### config.mk
export PLATFORM = sky130hd
export DESIGN_NAME = mt9v032_serializer
export DESIGN_NICKNAME = d
export VERILOG_FILES = /design/src/rtl/mt9v032_serializer.sv
export SDC_FILE = /design/constraint.sdc
export NUM_CORES = 1
export LEC_CHECK = 0
export ABC_CLOCK_PERIOD_IN_PS = 2250
export BUFFER_PORTS_ARGS = -buffer_cell sky130_fd_sc_hd__buf_2
export CORE_ASPECT_RATIO = 0.75
export CORE_MARGIN = 8
export CORE_UTILIZATION = 35
export DETAILED_ROUTE_END_ITERATION = 16
export GPL_ROUTABILITY_DRIVEN = 0
export SLEW_MARGIN = 15
export SYNTH_ARGS = -nofsm -noshare
export SYNTH_HDL_FRONTEND = slang
export SYNTH_SLANG_ARGS = --single-unit
### constraint.sdc
create_clock -name clk -period 2.25 [get_ports clk]
set_input_delay 0.675 -clock clk [delete_from_list [all_inputs] [get_ports clk]]
set_output_delay 0.675 -clock clk [all_outputs]
set_load 0.005 [all_outputs]
### src/rtl/mt9v032_serializer.sv
// -----------------------------------------------------------------------------
// mt9v032_serializer
//
// Transmit side of the MT9V032 LVDS serial pixel link. Takes a parallel pixel
// stream qualified by line/frame valid and emits one 12-bit framed word every
// 12 clocks, one bit per clock:
//   bit 0      start (1)
//   bits 1..10 payload, LSB first
//   bit 11     stop (0)
// Line and frame boundaries are signalled in-band by a three-word sync
// sequence (0x3FF, 0x000, code) followed by the word that was displaced by
// the sync (the pixel or blank captured with the boundary sample).
//
// Parameters
//   TRAIN_WORD  payload sent every slot while train is high
//   CLAMP       non-zero: pixel values 0x000/0x3FF are sent as 0x001/0x3FE,
//               so that 0x3FF only ever appears as a sync preamble
//
// Ports
//   clk          bit clock
//   rst_n        synchronous active-low reset
//   train        send TRAIN_WORD instead of data; sampled at slot load
//   in_px        pixel value, sampled when px_req is high
//   in_lv        line valid, sampled when px_req is high
//   in_fv        frame valid, sampled when px_req is high
//   px_req       one-cycle request: source presents next pixel this cycle
//   out_bit      serial data
//   word_start   high during the start-bit cycle of every word
//   sync_active  high for all 12 bits of every sync-sequence word
//
// Handshake: px_req is a strict one-cycle request with no backpressure. The
// source must have in_px/in_lv/in_fv valid in the same cycle px_req is high;
// the serializer samples them at the following rising edge. There is no
// ready/valid return path -- the source simply obeys px_req.
// -----------------------------------------------------------------------------
module mt9v032_serializer #(
   parameter logic [9:0] TRAIN_WORD = 10'h0AA,
   parameter int unsigned CLAMP      = 1
) (
   input  logic       clk,
   input  logic       rst_n,
   input  logic       train,
   input  logic [9:0] in_px,
   input  logic       in_lv,
   input  logic       in_fv,
   output logic       px_req,
   output logic       out_bit,
   output logic       word_start,
   output logic       sync_active
);

   localparam logic [3:0] LAST_BIT  = 4'd11;

   localparam logic [9:0] W_BLANK    = 10'h000;
   localparam logic [9:0] W_PREAMBLE = 10'h3FF;
   localparam logic [9:0] C_SOL      = 10'h001;
   localparam logic [9:0] C_SOF      = 10'h002;
   localparam logic [9:0] C_EOL      = 10'h004;
   localparam logic [9:0] C_EOF      = 10'h008;

   typedef enum logic [1:0] {
      ST_DATA  = 2'd0,
      ST_SYNC1 = 2'd1,
      ST_SYNC2 = 2'd2,
      ST_HELD  = 2'd3
   } state_e;

   // cnt_q is the index of the bit that the next rising edge will put on
   // out_bit. The edge with cnt_q == 0 emits the start bit and loads the
   // payload shift register, so the cycle before it (stop bit showing on
   // out_bit) is the load cycle in which the source is asked for a pixel.
   logic [3:0] cnt_q,       cnt_d;
   state_e     state_q,     state_d;
   logic [9:0] word_q,      word_d;     // payload shift register, LSB out first
   logic [9:0] held_q,      held_d;     // word displaced by a sync sequence
   logic [9:0] code_q,      code_d;     // sync code of the pending sequence
   logic       prev_lv_q,   prev_lv_d;
   logic       prev_fv_q,   prev_fv_d;
   logic       req_q,       req_d;      // load cycle that may accept a sample
   logic       out_bit_q,   out_bit_d;
   logic       wstart_q,    wstart_d;
   logic       sync_q,      sync_d;

   // Sample decode -------------------------------------------------------------
   logic       lv_e;
   logic [9:0] ev_code;
   logic [9:0] px_clamped;
   logic [9:0] sample_word;

   assign lv_e = in_lv & in_fv;

   // Frame edges win over line edges, so a combined edge yields one sequence.
   always_comb begin
      ev_code = W_BLANK;
      if (in_fv && !prev_fv_q) begin
         ev_code = C_SOF;
      end else if (!in_fv && prev_fv_q) begin
         ev_code = C_EOF;
      end else if (lv_e && !prev_lv_q) begin
         ev_code = C_SOL;
      end else if (!lv_e && prev_lv_q) begin
         ev_code = C_EOL;
      end
   end

   always_comb begin
      px_clamped = in_px;
      if (CLAMP != 0) begin
         if (in_px == 10'h000) begin
            px_clamped = 10'h001;
         end else if (in_px == 10'h3FF) begin
            px_clamped = 10'h3FE;
         end
      end
   end

   assign sample_word = lv_e ? px_clamped : W_BLANK;

   // Next-state logic ----------------------------------------------------------
   always_comb begin
      cnt_d     = (cnt_q == LAST_BIT) ? 4'd0 : cnt_q + 4'd1;
      state_d   = state_q;
      word_d    = word_q;
      held_d    = held_q;
      code_d    = code_q;
      prev_lv_d = prev_lv_q;
      prev_fv_d = prev_fv_q;
      sync_d    = sync_q;
      // Only a slot loaded in DATA may take a new sample from the source.
      req_d     = (cnt_q == LAST_BIT) && (state_q == ST_DATA);
      wstart_d  = (cnt_q == 4'd0);
      out_bit_d = 1'b0;

      case (cnt_q)
         4'd0: begin
            out_bit_d = 1'b1;
         end
         LAST_BIT: begin
            out_bit_d = 1'b0;
         end
         default: begin
            out_bit_d = word_q[0];
            word_d    = {1'b0, word_q[9:1]};
         end
      endcase

      // Word selection at the start-bit edge.
      if (cnt_q == 4'd0) begin
         if (train) begin
            // Training overrides everything and forgets the line/frame
            // history so that a running frame restarts with a fresh SOF.
            word_d    = TRAIN_WORD;
            sync_d    = 1'b0;
            state_d   = ST_DATA;
            prev_lv_d = 1'b0;
            prev_fv_d = 1'b0;
         end else begin
            case (state_q)
               ST_DATA: begin
                  sync_d = 1'b0;
                  if (req_q) begin
                     prev_fv_d = in_fv;
                     prev_lv_d = lv_e;
                     if (ev_code != W_BLANK) begin
                        word_d  = W_PREAMBLE;
                        sync_d  = 1'b1;
                        held_d  = sample_word;
                        code_d  = ev_code;
                        state_d = ST_SYNC1;
                     end else begin
                        word_d = sample_word;
                     end
                  end else begin
                     // First slot after reset: nobody was asked for data.
                     word_d = W_BLANK;
                  end
               end
               ST_SYNC1: begin
                  word_d  = W_BLANK;
                  sync_d  = 1'b1;
                  state_d = ST_SYNC2;
               end
               ST_SYNC2: begin
                  word_d  = code_q;
                  sync_d  = 1'b1;
                  state_d = ST_HELD;
               end
               ST_HELD: begin
                  word_d  = held_q;
                  sync_d  = 1'b0;
                  state_d = ST_DATA;
               end
               default: begin
                  word_d  = W_BLANK;
                  sync_d  = 1'b0;
                  state_d = ST_DATA;
               end
            endcase
         end
      end
   end

   // State registers -----------------------------------------------------------
   always_ff @(posedge clk) begin
      if (!rst_n) begin
         cnt_q     <= 4'd0;
         state_q   <= ST_DATA;
         word_q    <= W_BLANK;
         held_q    <= W_BLANK;
         code_q    <= W_BLANK;
         prev_lv_q <= 1'b0;
         prev_fv_q <= 1'b0;
         req_q     <= 1'b0;
         out_bit_q <= 1'b0;
         wstart_q  <= 1'b0;
         sync_q    <= 1'b0;
      end else begin
         cnt_q     <= cnt_d;
         state_q   <= state_d;
         word_q    <= word_d;
         held_q    <= held_d;
         code_q    <= code_d;
         prev_lv_q <= prev_lv_d;
         prev_fv_q <= prev_fv_d;
         req_q     <= req_d;
         out_bit_q <= out_bit_d;
         wstart_q  <= wstart_d;
         sync_q    <= sync_d;
      end
   end

   // Outputs -------------------------------------------------------------------
   // A train request in the load cycle suppresses the pixel request at once.
   assign px_req      = req_q & ~train;
   assign out_bit     = out_bit_q;
   assign word_start  = wstart_q;
   assign sync_active = sync_q;

endmodule

==> qor.txt, run 1 <==
top fanout value on the critical path: 7
adder and majority cell fraction of the synthesized area: 0.0324
starting density of the core: 0.362
antenna diode count: 0
total DRC errors in the routed layout: 0
CP Class: reg2reg
count of hold buffers inserted by post-cts repair: 0
floorplan die area: 0.00816 mm²
area occupied by multi-input gates: 0.00110 mm²
number of filler instances in the final layout: 557
number of buffers inserted during clock tree synthesis: 5
number of nets produced by synthesis: 250
post-synthesis share of cell area spent on and, or, nand and nor gates: 0.247
quantity of I/O buffers inserted on ports: 18
Post-Synthesis Mean Instance Area: 8.38 µm²
Synth area leader: dfxtp_1
Syn-to-layout area delta: 13.4%
Fmax achieved: 0.550 GHz
row cnt: 23
number of vias after detailed routing: 1760
power density of the placed cells: 625 mW/mm²
drt total wl: 5090 µm
TritonCTS clock tree: done
number of synthesized flops with an enable pin: 0
maximum number of pins on one net before global-route repair: 19
final critical-path share of the clock period: 0.808
Synth Warn #: 0
Total Routing Usage GR: 0.131
Hold WC Path Type: reg2reg
post-synthesis sequential area ratio: 0.374
clk_lat worst skew: 0.29 ns
async set-reset flop share out of synthesis: 0
synth unique cells: 57
register clock-pin slew on the reported worst setup and hold paths: 0.07 ns
cell area after synthesis: 0.00193 mm²
most repeated cell in the gate-level netlist after synthesis: dfxtp_1
CORE AREA: 0.00532 mm²
top post-synthesis cells by area: dfxtp_1, a21oi_1, nand2_1, nand3_1, ha_1
Slew HR: 0.643
first-pass GRT wire length: 8290 µm
peak supply drop: 0.237 mV
Die H: 80.3 µm
synth cell count leaders: dfxtp_1, a21oi_1, nand2_1
total count of hold-check failures in the final report: 0
Post-Route Skew: 0.00544 ns
Yosys top cell area share: 0.374
setup repair after global routing missed its margin: no
root buffer selected by CTS: clkbuf_8
post-layout utilization of the core: 0.411
area fraction in compound gates after synthesis: 0.256
length of the first detailed-routing pass in iterations: 5
storage element area: 721 µm²
most frequently used flop master after synthesis: dfxtp_1
setup violators final: 0
number of H-tree levels: 2
via-per-instance ratio: 5.48
final critical delay including setup and external delays: 1.82 ns
critical path data required time: 2.45 ns
main combinational cell family by area after synthesis: compound AO/OA/AOI/OAI gates
Max Root-Sink Buffers: 2
result of the run: finished clean
measured slew at the worst slew-check pin: 0.535 ns
clock sink count: 36
DR iter-0 viols: 226
residual overflow from global routing: 0
Fin Setup TNS: 0 ns
max-cap violations: 0
number of antenna violations at the first check in global routing: 0
average wire per cell in the routed design: 15.9 µm
number of slew-limit violations in the final report: 0
endpoint class of the critical path: flip-flop
floorplan die width: 102 µm
Leakage Power: 0.808 nW
data arrival time at the worst-slack endpoint: 2.02 ns
number of gates resized after cts: 0
Worst Setup Start Kind: flip-flop
setup repair bufs after CTS: 0
final net count: 266
I/O pins: 19
DPL Wire Length: 3860 µm
flop and latch count out of synthesis: 36
Post-Synthesis Cells: 230
mux share of post-synthesis cell area: 0.0156
fraction of layout instances using a drive strength above 1: 0.175
synthesized-area fraction occupied by xor and xnor cells: 0.0175
number of global-route vias before repair: 1612
final antenna-violating net count: 0
[critical path, stage by stage, from the launching register on]
cell	delay [ns]
dfxtp_1	0.38
ha_1	0.36
a22oi_1	0.13
o31ai_1	0.40
o221ai_1	0.25
a21oi_1	0.22
[layout make-up]
class                   count  share of cell area
multi-input cells         170               0.501
flip-flops and latches     36               0.330
repair buffers             27              0.0721
clock buffers               7              0.0441
well taps                  75              0.0429
inverters                   6              0.0103
[cells in the final DEF (no fill, tap or decap), drive strengths merged, types with 3 or more instances in the layout]
master,Yosys,layout
a21oi,28,28
a22oi,6,6
a32oi,5,5
and3,4,4
and3b,5,5
buf,10,27
clkbuf,8,7
dfxtp,36,36
ha,5,5
inv,6,6
mux2i,3,3
nand2,26,26
nand3,15,15
nand3b,4,4
nor2,12,12
nor2b,3,3
nor3b,3,3
o21ai,10,10
o221ai,3,3
o31ai,3,3
[through the flow]
stage / setup WS, ns / total power, W / instance area, µm² / hold slack (ns) / std cells
finish: 0.432 / 0.00137 / 2190 / 0.454 / 321
CTS: 0.436 / 0.00138 / 2190 / 0.458 / 321
detailed placement: 0.304 / 0.000880 / 2090 / 0.448 / 314
global route: 0.293 / 0.00143 / 2190 / 0.476 / 321
global placement: 0.340 / 0.000878 / 2090 / 0.445 / 314
floorplan: 0.500 / 0.000817 / 1930 / 0.432 / 230
[layer usage]
| layer | share of wire | GRT usage |
|---|---|---|
| met1 | 0.56 | 0.205 |
| met2 | 0.38 | 0.161 |
| met3 | 0.059 | 0.0363 |
| met4 | 0.0041 | 0.0370 |
| met5 | 0 | 0 |
[where the power goes]
group / internal [W] / leakage (nW) / switching (W)
clock: 0.000273 / 0.0503 / 0.000226
sequential: 0.000662 / 0.293 / 0.0000166
combinational: 0.0000709 / 0.465 / 0.000119
[registers in the layout, summed over array words and instances, names as in the netlist]
signal	count
cnt_q	4
prev_lv_q	1
held_q	10
sync_active	1
word_start	1
word_q	10
req_q	1
prev_fv_q	1
code_q	4
out_bit	1
state_q	2
[worst paths after layout]
check,start,end,slack (ns),depth (start not counted)
setup / recovery,state_q[1]$_SDFFE_PN0P_,word_q[0]$_SDFFE_PN0P_,0.43,5
hold / removal,code_q[3]$_SDFFE_PN0P_,code_q[3]$_SDFFE_PN0P_,0.45,2
setup reg to reg,state_q[1]$_SDFFE_PN0P_,word_q[0]$_SDFFE_PN0P_,0.43,5
hold reg to reg,code_q[3]$_SDFFE_PN0P_,code_q[3]$_SDFFE_PN0P_,0.45,2
[logic make-up after synthesis]
logic type,count (synthesis)
muxes,3
and+or+nand+nor,86
adders and majority gates,5
AOI/OAI and AO/OA,73
xor gates and xnor gates,3
DFF,36
buffers and inverters,24
Power figures use the tool's default switching activity.
==> inputs of run 2 (changes only) <==
- ABC_CLOCK_PERIOD_IN_PS: 2250 -> 1520
- clock period: 2.25 -> 1.52 ns (I/O delays scaled with it)
==> run 2 against run 1 <==
The run now ends with negative setup slack left. Non-clock buffer count up 54. First-iteration DRC count up 8.8%. Via count up 16%. Cell area up 33%. Global-route usage up 1.9 points. Hold slack better by 0.00054 ns. Utilization up 14 points. Critical path type unchanged. Die area unchanged. Largest power group unchanged. Flip-flop and latch count unchanged.
==> qor.txt, run 2 (same netlist as run 1, synthesis figures left out) <==
peak supply drop: 0.356 mV (was 0.237 mV)
Hold WC Path Type: in2reg (was reg2reg)
most common cell after layout, fill and taps aside: buf_4 (was dfxtp_1)
result of the run: finished with violations (was finished clean)
clk_lat worst skew: 0.29 ns (about the same)
antenna diode count: 0 (unchanged)
setup violators final: 3 (was 0)
number of slew-limit violations in the final report: 0 (unchanged)
final critical-path share of the clock period: 1.03 (was 0.808)
Fmax achieved: 0.641 GHz (was 0.550 GHz)
final antenna-violating net count: 0 (unchanged)
max-cap violations: 0 (unchanged)
total count of hold-check failures in the final report: 0 (unchanged)
endpoint class of the critical path: flip-flop (unchanged)
length of the first detailed-routing pass in iterations: 4 (was 5)
number of vias after detailed routing: 2045 (was 1760)
DR iter-0 viols: 246 (was 226)
total DRC errors in the routed layout: 0 (unchanged)
top fanout value on the critical path: 7 (unchanged)
Total Routing Usage GR: 0.150 (was 0.131)
count of hold buffers inserted by post-cts repair: 0 (unchanged)
Critical Path Slowest Stage Cell: dfxtp_2 (was o31ai_1)
register clock-pin slew on the reported worst setup and hold paths: 0.08 ns (was 0.07 ns)
number of buffers inserted during clock tree synthesis: 5 (unchanged)
switching share of total power: 0.276 (was 0.264)
number of antenna violations at the first check in global routing: 0 (unchanged)
measured slew at the worst slew-check pin: 0.365 ns (was 0.535 ns)
Syn-to-layout area delta: 51.3% (was 13.4%)
final net count: 320 (was 266)
Leakage Power: 1.15 nW (was 0.808 nW)
setup repair after global routing missed its margin: yes (was no)
post-route cell area: 0.00292 mm² (was 0.00219 mm²)
biggest regs: held_q x10, word_q x10 (unchanged)
number of global-route vias before repair: 1841 (was 1612)
quantity of I/O buffers inserted on ports: 18 (unchanged)
floorplan die area: 0.00816 mm² (unchanged)
via-per-instance ratio: 5.45 (was 5.48)
sequential cell fraction of total power: 0.451 (was 0.496)
TritonCTS clock tree: done (unchanged)
CORE AREA: 0.00532 mm² (unchanged)
average wire per cell in the routed design: 16.7 µm (was 15.9 µm)
number of filler instances in the final layout: 499 (was 557)
clock sink count: 36 (unchanged)
first-pass GRT wire length: 9420 µm (was 8290 µm)
Post-DP Area: 0.00243 mm² (was 0.00209 mm²)
number of H-tree levels: 2 (unchanged)
most frequent cells in the layout: buf_4, dfxtp_1, nand2_1 (was dfxtp_1, a21oi_1, nand2_1)
power share of the combinational group: 0.211 (was 0.139)
drt total wl: 6280 µm (was 5090 µm)
Max Root-Sink Buffers: 2 (unchanged)
ordered cell list for the critical path: buf_12 -> xor2_2 -> o2111a_2 -> buf_6 -> nand4b_1 -> a21oi_2 (was ha_1 -> a22oi_1 -> o31ai_1 -> o221ai_1 -> a21oi_1)
violations in the final reports: negative setup slack
Slew HR: 0.757 (was 0.643)
crit-path max cell delay: 0.44 ns (was 0.40 ns)
WHS: 0.454 ns (about the same)
critical path data required time: 1.74 ns (was 2.45 ns)
data arrival time at the worst-slack endpoint: 1.78 ns (was 2.02 ns)
Post-Route Skew: 0.00859 ns (was 0.00544 ns)
starting density of the core: 0.362 (unchanged)
maximum number of pins on one net before global-route repair: 14 (was 19)
floorplan die width: 102 µm (unchanged)
I/O pins: 19 (unchanged)
Worst Setup Start Kind: flip-flop (unchanged)
Sw Pwr: 0.000613 W (was 0.000362 W)
residual overflow from global routing: 0 (unchanged)
CP Class: reg2reg (unchanged)
cell internal pwr: 0.00161 W (was 0.00101 W)
row cnt: 23 (unchanged)
clock network fraction of design power: 0.338 (was 0.365)
root buffer selected by CTS: clkbuf_8 (unchanged)
Die H: 80.3 µm (unchanged)
Register-to-Register Setup Slack: -0.04 ns (was 0.43 ns)
fraction of layout instances using a drive strength above 1: 0.497 (was 0.175)
DPL Wire Length: 4310 µm (was 3860 µm)
power density of the placed cells: 763 mW/mm² (was 625 mW/mm²)
worst setup slack after layout: -0.0408 ns (was 0.432 ns)
final critical delay including setup and external delays: 1.56 ns (was 1.82 ns)
## run 2: cell types whose count changed in the layout (fill, tap and decap cells not counted), sizes merged
cell / previous run / this run
buf: 27 / 81
## run 2: repair_timing
action / 4_1_cts / 5_1_grt
buffers inserted: 3 / 8
endpoints found under the hold margin: 0 / 0
resized for setup: 15 / 63
endpoints found under the setup margin: 24 / 29
cloned: 0 / 1
pin swaps: 4 / 24
## run 2: worst max-delay path: cells and delay by family (launching register included)
kind                   cells  cell delay (ns)
buffers and inverters      2             0.28
XOR/XNOR                   1             0.21
AND/OR/NAND/NOR            1             0.12
flip-flops                 1             0.44
AO/OA/AOI/OAI              2             0.44
## run 2: per-stage QoR
stage | total power [W] | util | TNS [ns] | setup slack [ns] | cells
global route | 0.00232 | 0.548 | -1.04 | -0.125 | 375
CTS | 0.00215 | 0.488 | -0.193 | -0.0457 | 366
finish | 0.00222 | 0.548 | -0.0522 | -0.0408 | 375
floorplan | 0.00121 | - | -0.000129 | -0.000129 | 230
global placement | 0.00139 | 0.456 | -1.20 | -0.134 | 357
detailed placement | 0.00139 | 0.456 | -1.29 | -0.179 | 357
## run 2: routing by layer
layer	track usage	up-vias	share of wire
met2	0.203	68	0.42
met5	0	-	0
li1	-	983	-
met3	0.0354	13	0.069
met1	0.217	981	0.49
met4	0.0622	0	0.023
## run 2: path summary, 6_finish.rpt
check,cells past startpoint,from,endpoint
worst max-delay path,6,prev_lv_q$_SDFFE_PN0P_,code_q[0]$_SDFFE_PN0P_
worst min-delay path,3,in_px[1],held_q[1]$_SDFFE_PN0P_
worst max register to register,6,prev_lv_q$_SDFFE_PN0P_,code_q[0]$_SDFFE_PN0P_
worst min register to register,2,held_q[4]$_SDFFE_PN0P_,held_q[4]$_SDFFE_PN0P_
## run 2: power groups by stage
stage | clock, W | combinational (W) | sequential (W)
3_3_place_gp | 0 | 0.000365 | 0.00102
2_1_floorplan | 0 | 0.000189 | 0.00102
5_1_grt | 0.000811 | 0.000505 | 0.00101
3_5_place_dp | 0 | 0.000365 | 0.00102
4_1_cts | 0.000769 | 0.000385 | 0.000999
6_report | 0.000751 | 0.000469 | 0.00100
## run 2: final cells by class
cell class              instances  area (µm²)  share of cell area
multi-input cells             170        1360               0.468
flip-flops and latches         36         727               0.249
repair buffers                 81         613               0.210
clock buffers                   7        96.3              0.0330
well taps                      75        93.8              0.0322
inverters                       6        22.5             0.00772
==> inputs of run 3 (changes only) <==
- ABC_CLOCK_PERIOD_IN_PS: 1520 -> unset
- TNS_END_PERCENT: unset -> 30
==> run 3 against run 2 <==
The run still ends with negative setup slack left. Setup slack about the same. Utilization decreased by 1.9 points. Clock skew decreased by 0.0017 ns. Die area unchanged. Clock power about the same. Hold slack got worse by 0.0020 ns. Critical endpoint unchanged. Highest routed layer unchanged.
==> qor.txt, run 3 (same netlist as run 1, synthesis figures left out) <==
result of the run: finished with violations (unchanged)
violations in the final reports: negative setup slack (unchanged)
final net count: 318 (was 320)
biggest regs: held_q x10, word_q x10 (unchanged)
Worst Setup Start Kind: flip-flop (unchanged)
DR iter-0 viols: 186 (was 246)
I/O pins: 19 (unchanged)
Routed met3 length: 439 µm (was 431 µm)
final critical-path share of the clock period: 1.03 (about the same)
root buffer selected by CTS: clkbuf_8 (unchanged)
fraction of layout instances using a drive strength above 1: 0.466 (was 0.497)
area occupied by multi-input gates: 0.00128 mm² (was 0.00136 mm²)
most common cell after layout, fill and taps aside: buf_4 (unchanged)
DPL Wire Length: 4310 µm (unchanged)
TritonCTS clock tree: done (unchanged)
max-cap violations: 0 (unchanged)
floorplan die area: 0.00816 mm² (unchanged)
clock sink count: 36 (unchanged)
number of vias after detailed routing: 2012 (was 2045)
Leakage Power: 1.11 nW (was 1.15 nW)
endpoint class of the critical path: flip-flop (unchanged)
most frequent cells in the layout: buf_4, dfxtp_1, nand2_1 (unchanged)
Fmax achieved: 0.641 GHz (about the same)
top routing layer used: met4 (unchanged)
final critical delay including setup and external delays: 1.56 ns (about the same)
antenna diode count: 0 (unchanged)
Register-to-Register Setup Slack: -0.04 ns (about the same)
number of antenna violations at the first check in global routing: 0 (unchanged)
first-pass GRT wire length: 9400 µm (was 9420 µm)
count of hold buffers inserted by post-cts repair: 0 (unchanged)
CORE AREA: 0.00532 mm² (unchanged)
via-per-instance ratio: 5.39 (was 5.45)
residual overflow from global routing: 0 (unchanged)
measured slew at the worst slew-check pin: 0.368 ns (was 0.365 ns)
maximum number of pins on one net before global-route repair: 14 (unchanged)
Post-Route Skew: 0.00684 ns (was 0.00859 ns)
CP Class: reg2reg (unchanged)
worst setup slack after layout: -0.0405 ns (was -0.0408 ns)
setup repair after global routing missed its margin: yes (unchanged)
number of filler instances in the final layout: 516 (was 499)
quantity of I/O buffers inserted on ports: 18 (unchanged)
starting density of the core: 0.362 (unchanged)
Post-DP Area: 0.00243 mm² (unchanged)
storage element area: 728 µm² (was 727 µm²)
placed cell count: 357 (unchanged)
number of buffers inserted during clock tree synthesis: 5 (unchanged)
drt total wl: 6260 µm (was 6280 µm)
register clock-pin slew on the reported worst setup and hold paths: 0.07 ns (was 0.08 ns)
Syn-to-layout area delta: 45.9% (was 51.3%)
clk_lat worst skew: 0.29 ns (about the same)
power density of the placed cells: 782 mW/mm² (was 763 mW/mm²)
data arrival time at the worst-slack endpoint: 1.78 ns (about the same)
total DRC errors in the routed layout: 0 (unchanged)
row cnt: 23 (unchanged)
final antenna-violating net count: 0 (unchanged)
average wire per cell in the routed design: 16.8 µm (was 16.7 µm)
top fanout value on the critical path: 4 (was 7)
critical path data required time: 1.74 ns (about the same)
peak supply drop: 0.355 mV (was 0.356 mV)
setup violators final: 2 (was 3)
final cell count without fillers: 373 (was 375)
number of global-route vias before repair: 1847 (was 1841)
Slew HR: 0.755 (was 0.757)
Total Routing Usage GR: 0.150 (about the same)
post-route cell area: 0.00281 mm² (was 0.00292 mm²)
post-placement setup slack: -0.179 ns (unchanged)
routed metal-1 wire length: 3080 µm (was 3060 µm)
floorplan die width: 102 µm (unchanged)
Max Root-Sink Buffers: 2 (unchanged)
Hold WC Path Type: in2reg (unchanged)
Met2 Wirelength: 2610 µm (was 2640 µm)
number of slew-limit violations in the final report: 0 (unchanged)
total count of hold-check failures in the final report: 0 (unchanged)
Fin Setup TNS: -0.0562 ns (was -0.0522 ns)
length of the first detailed-routing pass in iterations: 4 (unchanged)
Die H: 80.3 µm (unchanged)
number of H-tree levels: 2 (unchanged)
run 3: cell types whose count changed in the layout (fill, tap and decap cells not counted), moves of 2 or more:
cell | previous run | this run
a21oi_1 | 17 | 19
a21oi_2 | 11 | 9
a22oi_1 | 4 | 2
a22oi_2 | 2 | 4
buf_6 | 10 | 8
nand2_1 | 21 | 24
nand2_4 | 2 | 0
nand3_1 | 9 | 12
nand3_2 | 6 | 3
run 3: routing by layer:
metal / track usage / vias to the layer above
li1: - / 981
met1: 0.216 / 954
met2: 0.203 / 66
met3: 0.0354 / 11
met4: 0.0622 / 0
met5: 0 / -
run 3: area by class of cell:
| type | count | share of cell area |
|---|---|---|
| Sequential cell | 36 | 0.259 |
| Tap cell | 75 | 0.0333 |
| Inverter | 6 | 0.00800 |
| Timing Repair Buffer | 79 | 0.210 |
| Multi-Input combinational cell | 170 | 0.456 |
| Clock buffer | 7 | 0.0342 |
run 3: report_power, final:
| group | total, W | switching (W) | leakage, nW | internal, W |
|---|---|---|---|---|
| Sequential | 0.00100 | 0.0000226 | 0.295 | 0.000981 |
| Combinational | 0.000447 | 0.000235 | 0.763 | 0.000212 |
| Clock | 0.000748 | 0.000344 | 0.0503 | 0.000404 |
run 3: path summary, 6_finish.rpt:
path                          startpoint                      to  cells after the start
setup / recovery     cnt_q[1]$_SDFF_PP0_  code_q[0]$_SDFFE_PN0P_                      8
hold / removal                  in_px[1]  held_q[1]$_SDFFE_PN0P_                      3
setup reg to reg     cnt_q[1]$_SDFF_PP0_  code_q[0]$_SDFFE_PN0P_                      8
hold reg to reg   held_q[6]$_SDFFE_PN0P_  held_q[6]$_SDFFE_PN0P_                      2
run 3: timing repair:
action | CTS | global route
setup endpoints to repair | 24 | 29
endpoints found under the hold margin | 0 | 0
resized for setup | 11 | 51
pin swaps | 2 | 19
gates cloned | 0 | 1
setup buffers | 3 | 5
run 3: worst max-delay path: stages, from the launching register on:
cell and delay, ns:
dfxtp_2 0.33, inv_2 0.06, ha_4 0.13, nor3b_2 0.14, buf_4 0.18, o2111a_2 0.25, buf_6 0.13, nand4b_1 0.12
a21oi_2 0.16
run 3: through the flow:
| stage | total power (W) | util | hold WS [ns] |
|---|---|---|---|
| detailed placement | 0.00139 | 0.456 | 0.453 |
| global route | 0.00231 | 0.529 | 0.463 |
| CTS | 0.00216 | 0.486 | 0.446 |
| finish | 0.00220 | 0.529 | 0.453 |
| global placement | 0.00139 | 0.456 | 0.445 |
| floorplan | 0.00121 | - | 0.432 |
